### config.mk
export PLATFORM = sky130hd
export DESIGN_NAME = cache_trace_ctrl
export DESIGN_NICKNAME = d
export VERILOG_FILES = /design/src/rtl/cache_trace_ctrl.sv
export SDC_FILE = /design/constraint.sdc
export NUM_CORES = 1
export LEC_CHECK = 0
export CORE_AREA = 10 10 154 121
export CTS_CLUSTER_DIAMETER = 30
export DETAILED_ROUTE_END_ITERATION = 8
export DIE_AREA = 0 0 164 131
export PLACE_DENSITY = 0.71
export SETUP_SLACK_MARGIN = 0.3
export SKIP_LAST_GASP = 1
export SYNTH_ARGS = -nofsm -noshare
export SYNTH_HDL_FRONTEND = slang
export SYNTH_SLANG_ARGS = --single-unit
### constraint.sdc
create_clock -name clk -period 3.9 [get_ports clk]
set_input_delay 0.39 -clock clk [delete_from_list [all_inputs] [get_ports clk]]
set_output_delay 0.39 -clock clk [all_outputs]
set_load 0.01 [all_outputs]
### src/rtl/cache_trace_ctrl.sv
// Trace-driven cache sequencer: walks trace references, drives a single cache set through
// search/resolve/fill and keeps saturating hit, miss and reference statistics.
module cache_trace_ctrl #(
    parameter int unsigned        ADDR_W       = 32,
    parameter int unsigned        OFFSET_W     = 4,
    parameter int unsigned        INDEX_W      = 1,
    parameter int unsigned        TAG_W        = ADDR_W - OFFSET_W - INDEX_W,
    parameter logic [15:0]        TRACE_LEN    = 16'd1024,
    parameter int unsigned        MISS_PENALTY = 4,
    parameter logic [ADDR_W-1:0]  END_MARK     = 32'hFFFF_FFFF
) (
    input  logic                clk,
    input  logic                rst,
    input  logic                start,
    output logic [15:0]         trace_addr,
    input  logic [ADDR_W-1:0]   trace_ref,
    output logic [TAG_W-1:0]    cache_tag,
    output logic [INDEX_W-1:0]  cache_index,
    output logic [OFFSET_W-1:0] cache_offset,
    output logic                cache_state,
    output logic                cache_fill,
    input  logic                cache_hit,
    output logic                busy,
    output logic                done,
    output logic [15:0]         ref_count,
    output logic [31:0]         hit_count,
    output logic [31:0]         miss_count
);

    localparam int unsigned FILL_W = (MISS_PENALTY > 1) ? $clog2(MISS_PENALTY) : 1;

    typedef enum logic [2:0] {
        StIdle, StFetch, StSearch, StResolve, StFill, StNext, StDone
    } state_e;

    state_e             state_q, state_d;
    logic [ADDR_W-1:0]  ref_q;
    logic [FILL_W-1:0]  fill_cnt_q;

    // Address fields come straight from the latched reference, so they stay put until next FETCH.
    assign cache_tag    = ref_q[ADDR_W-1:OFFSET_W+INDEX_W];
    assign cache_index  = ref_q[OFFSET_W+INDEX_W-1:OFFSET_W];
    assign cache_offset = ref_q[OFFSET_W-1:0];
    assign cache_state  = (state_q == StFill);
    assign cache_fill   = (state_q == StFill);
    assign busy         = (state_q != StIdle) && (state_q != StDone);
    assign done         = (state_q == StDone);

    always_ff @(posedge clk) begin
        if (rst) begin
            state_q <= StIdle;
        end else begin
            state_q <= state_d;
        end
    end

    always_comb begin
        state_d = state_q;
        case (state_q)
            StIdle:    if (start) state_d = StFetch;
            StFetch: begin
                if (trace_ref == END_MARK || ref_count == TRACE_LEN) state_d = StDone;
                else                                                 state_d = StSearch;
            end
            StSearch:  state_d = StResolve;
            StResolve: state_d = cache_hit ? StNext : StFill;
            StFill:    if (fill_cnt_q == '0) state_d = StNext;
            StNext:    state_d = (trace_addr == 16'hFFFF) ? StDone : StFetch;
            StDone:    if (start) state_d = StFetch;
            default:   state_d = StIdle;
        endcase
    end

    always_ff @(posedge clk) begin
        if (rst) begin
            trace_addr <= '0;
            ref_q      <= '0;
            fill_cnt_q <= '0;
            ref_count  <= '0;
            hit_count  <= '0;
            miss_count <= '0;
        end else begin
            case (state_q)
                StIdle, StDone: begin
                    if (start) begin
                        trace_addr <= '0;
                        ref_count  <= '0;
                        hit_count  <= '0;
                        miss_count <= '0;
                    end
                end
                StFetch: ref_q <= trace_ref;
                StResolve: begin
                    if (cache_hit) begin
                        if (hit_count != '1) hit_count <= hit_count + 32'd1;
                    end else begin
                        if (miss_count != '1) miss_count <= miss_count + 32'd1;
                        fill_cnt_q <= FILL_W'(MISS_PENALTY - 1);
                    end
                end
                StFill: if (fill_cnt_q != '0) fill_cnt_q <= fill_cnt_q - 1'b1;
                StNext: begin
                    if (ref_count != '1) ref_count <= ref_count + 16'd1;
                    // Last ROM address ends the run rather than wrapping back to 0.
                    if (trace_addr != 16'hFFFF) trace_addr <= trace_addr + 16'd1;
                end
                default: ;
            endcase
        end
    end

endmodule

* Word-level counts from Yosys, hierarchy flattened
Index checks and enable logic that the tools add are counted.
** Word-level totals
- Register bits after elaboration :: 133
- Input port bits :: 36
- Output and inout bits :: 132
- Word-level logic and storage cells :: 72
** Operators by class
- $add $sub $neg :: 5
- Equality and inequality tests :: 23
- Multiplexer cells :: 21
- Reduce and logical (&&, ||, !) cells :: 16
** Operators by type and width (count)
- $mux 32 :: 5
- $pmux 32 s2 :: 2
- $add 32x1->32 const B :: 2
- $ne 32x32->1 const B :: 2
- $pmux 16 s2 :: 2
- $mux 16 :: 3
- $add 16x1->16 const B :: 2
- $eq 32x32->1 const B :: 1
- $ne 16x16->1 const B :: 2
- $pmux 3 s6 :: 1
- $eq 16x11->1 const B :: 1
- $eq 16x16->1 const B :: 1
- $mux 3 :: 4
- $ne 2x2->1 const B :: 6
- $eq 3x3->1 const B :: 3
- $reduce_and 3->1 :: 3
- $reduce_and 4->1 :: 2
- $reduce_bool 2->1 :: 4
- $eq 3x2->1 const B :: 2
- $ne 2x1->1 const B :: 3
- $mux 2 :: 2
- $pmux 2 s2 :: 1
- $eq 3x1->1 const B :: 1
- $logic_not 3->1 :: 1
- other kinds (9) :: 9

* Longest topological paths before layout
- Depth after elaboration :: 4
- Depth in mapped cells :: 9

* Worst setup path after synthesis
No wires, ideal clock.
- Path type :: reg-to-reg
- Start point :: register miss_count[0]
- End point :: register miss_count[22]
- Arrival time :: 1.951 ns
- Required time :: 3.778 ns
- Path slack :: 1.827 ns
- Cell stages (with the launch flop) :: 8
- Buffers on the path :: 0
- Period minus slack after synthesis :: 2.073 ns
- Path through :: dfxtp_1 -> ha_1 -> nand3_1 -> or3_1 -> nor2_1 -> nand3_1 -> and3_1 -> a311o_1
** On the way
- Word-level cells in the longest chain between the ends :: 4
- Elaborated cells on any way between the ends :: 7
** Ends and longest elaborated chain
- start: declaration :: line 27 : output logic [31:0] miss_count
- start signal: assignment :: line 97 : if (miss_count != '1) miss_count <= miss_count + 32'd1;
- $add 32x1->32 :: line 97
- $mux 32 :: line 97
- $mux 32 :: line 94 : if (cache_hit) begin
- $pmux 32 s2 :: line 83 : case (state_q)
Several ways; a longest one is shown, not always the timed one. The select of a mux whose other input is x is not followed.
A chain may end at the register's enable or synchronous reset.

* Worst setup path in the final report
- Start point :: register state_q[1]
- End point :: register hit_count[22]
** On the way
- Word-level cells in the longest chain between the ends :: 4
- Elaborated cells on any way between the ends :: 10
** Ends and longest elaborated chain
- start: declaration :: line 36 : state_e state_q, state_d;
- start signal: assignment :: line 51 : state_q <= StIdle;
- start signal: assignment :: line 53 : state_q <= state_d;
- $eq 3x3->1 or $logic_not 3->1 (tied branches) :: line 83
- $reduce_or 2->1 (no source line)
- $ne 2x1->1 (no source line) or $reduce_bool 2->1 (tied branches)
- $reduce_and 4->1 (no source line)
- end signal: assignment :: line 95 : if (hit_count != '1) hit_count <= hit_count + 32'd1;
- end: declaration :: line 26 : output logic [31:0] hit_count,
Several ways; a longest one is shown, not always the timed one.

==> results.yml <==
run_status:
  status: "finished, final reports clean"
grt:
  gr-total-overflow: 0
  grt_pass1_vias: 6359
  antenna_found_initial: 0
  grt_max_degree: 36
  grtUsageTotal_pct: 19.3
  grt_pass1_wl_um: 33700
die:
  num_rows: 40
  start_util_pct: 42.1
  die_x_um: 164
  coreArea_sq_mm: 0.0156
  ios: 168
  die_area_sq_mm: 0.0215
  die_h_um: 131
timing:
  hold_violations: 0
  max_slew_margin_pct: 26.0
  setup_viol: 0
  rsz0062_at_grt: "false"
  final_max_slew_viol_count: 0
  finClkSkew_ps: 10.7
  max_slew.worst_pin.slew_ps: 1110
  period_share_pct: 75.1
  postLayoutSetupSlackWorst_ps: 971
  whs_ps: 453
  clock.fmax_mhz: 341
  fin_crit_ps: 2930
  setup_tns_ps: 0
pwr:
  p_leak_nw: 3.05
  ir_drop_uv: 361
  power.density_mw_per_mm2: 415
  power_mw: 3.76
logic_synthesis:
  yosysWarnings: 0
  syn_inst: 854
  synth_top_cell_by_area: "dfxtp_1"
  syn-cell-area_sq_mm: 0.00658
  yosysMostFrequentCell: "dfxtp_1"
  synth_ff_type: "dfxtp_1"
  synth_top_cell_area_share_pct: 40.5
  ys_seq_area_share_pct: 40.5
  synth.ff_latch_count: 133
  synthesis.nets: 896
  synth_area_leaders: "dfxtp_1, nand2_1, a21oi_1"
  synthArstFlopShare_pct: 0
  synth_cell_types: 61
  synth.avg_cell_area_sq_um: 7.70
  synth_edf_count: 0
  synth_common_cells: "dfxtp_1, nand2_1, nor2_1, a21oi_1, o21ai_0"
placement:
  dpl_cell_area_sq_mm: 0.00838
  port_buffers: 167
  gp_congestion: 0.886
  dpl.hpwl_um: 15300
  dp_cells: 1196
  place_ws_ps: 1110
clock_network:
  clock_path_buffers: 2
  cts.htree.levels: 4
  cts_made_buffers: 17
  path_clk_slew_ps: 60
  postCtsHoldBufs: 0
  cts_sinks: 133
  root_buffer: "clkbuf_16"
  cts_resized: 0
  post_cts_buffers: 0
  clk_latency_ps: 420
  tritoncts: "done"
routing:
  drc: 0
  totalWireLength_um: 21300
  first_pass_iters: 5
  wl_per_cell_um: 17.3
  postRouteAntennaNets: 0
  met2_length_um: 9330
  drt_iter0_markers: 633
  vias_per_cell: 5.70
  wl_met1_um: 9920
  wl_met3_um: 1910
  vias: 6996
  top_layer: "met4"
layout:
  final_util_pct: 58.0
  stdcell_count: 1227
  fillers: 1446
  area.growth.synth_to_final_pct: 37.6
  final_cell_area_sq_mm: 0.00905
  multiInputGateArea_sq_mm: 0.00370
  finalNetCount: 1047
  seq_area_sq_mm: 0.00266
  diodes: 0
  drive_gt1_share_pct: 5.51
critical_path:
  critPathKind: "flip-flop to flip-flop"
  crit_path_end_kind: "flip-flop"
  cp.required_ps: 4210
  cp_max_fo: 17
  cp.arrival_ps: 3230
  cp-start-kind: "flip-flop"
job:
  drv_cap: 0
min_path:
  worstHoldPathType: "flip-flop to flip-flop"
## sequential cells by signal, indices dropped and copies added (netlist names)
name,cells
ref_count,16
miss_count,32
hit_count,32
fill_cnt_q,2
state_q,3
ref_q,32
trace_addr,16
## worst max-delay path, cell delays in order (launching register included)
cell and delay (ps):
dfxtp_1 680, nand2_1 190, nor2_1 120, buf_4 190, nand2_1 130, o21ai_1 700, nand2_1 440, o41ai_1 370
## worst paths after layout
| path | cells past startpoint | endpoint | from | slack [ps] |
|---|---|---|---|---|
| max | 7 | hit_count[22] | state_q[1] | 970 |
| min | 2 | ref_q[7] | ref_q[7] | 450 |
| max reg2reg | 7 | hit_count[22] | state_q[1] | 970 |
| min reg2reg | 2 | ref_q[7] | ref_q[7] | 450 |
## routing by layer
| metal | track usage, % | vias up |
|---|---|---|
| li1 | - | 3429 |
| met4 | 4.20 | 0 |
| met1 | 26.0 | 3293 |
| met3 | 6.35 | 11 |
| met2 | 29.5 | 263 |
| met5 | 0 | - |
## power by group
part	switching [mW]	total (mW)	internal [mW]	leakage, nW
clock	0.623	1.84	1.22	0.320
sequential	0.0392	1.44	1.40	1.07
combinational	0.297	0.482	0.185	1.65
## layout make-up
| cell class | instances | share of cell area (%) |
|---|---|---|
| clock buffers | 19 | 4.89 |
| well taps | 210 | 2.90 |
| multi-input cells | 668 | 40.9 |
| inverters | 12 | 0.498 |
| clock inverters | 12 | 2.50 |
| repair buffers | 173 | 18.9 |
| flip-flops and latches | 133 | 29.4 |
## placed cells by master, fill, tap and decap left out, drive strengths merged, types with 3 or more instances in the layout
master,netlist,routed
clkdlybuf4s50,0,166
dfxtp,133,133
nand2,129,129
nor2,91,91
a21oi,81,81
o21ai,52,52
nand3,52,52
nand4,31,31
and3,28,28
nor3,25,25
a31oi,19,19
clkbuf,28,19
nor4,17,17
o31ai,14,14
or3,13,13
inv,12,13
and4,12,12
xor2,12,12
and2,10,10
a41oi,9,9
xnor2,8,8
or4,7,7
buf,13,7
ha,6,6
bufinv,0,6
a211oi,5,5
nand2b,4,4
or2,4,4
o21a,4,4
nor2b,3,3
o41ai,3,3
clkinv,0,3
## logic make-up (layout without fill, tap and decap cells)
| kind of cell | after synthesis | in the layout | share of synthesized area [%] |
|---|---|---|---|
| AND/OR/NAND/NOR | 434 | 434 | 33.1 |
| AO/OA/AOI/OAI | 206 | 206 | 19.0 |
| flip-flops | 133 | 133 | 40.5 |
| buffers and inverters | 53 | 216 | 3.29 |
| XOR/XNOR | 20 | 20 | 2.66 |
| adder cells (fa/ha/maj) | 6 | 6 | 1.14 |
| multiplexers | 2 | 2 | 0.304 |
(Power assumes the default switching activity.)
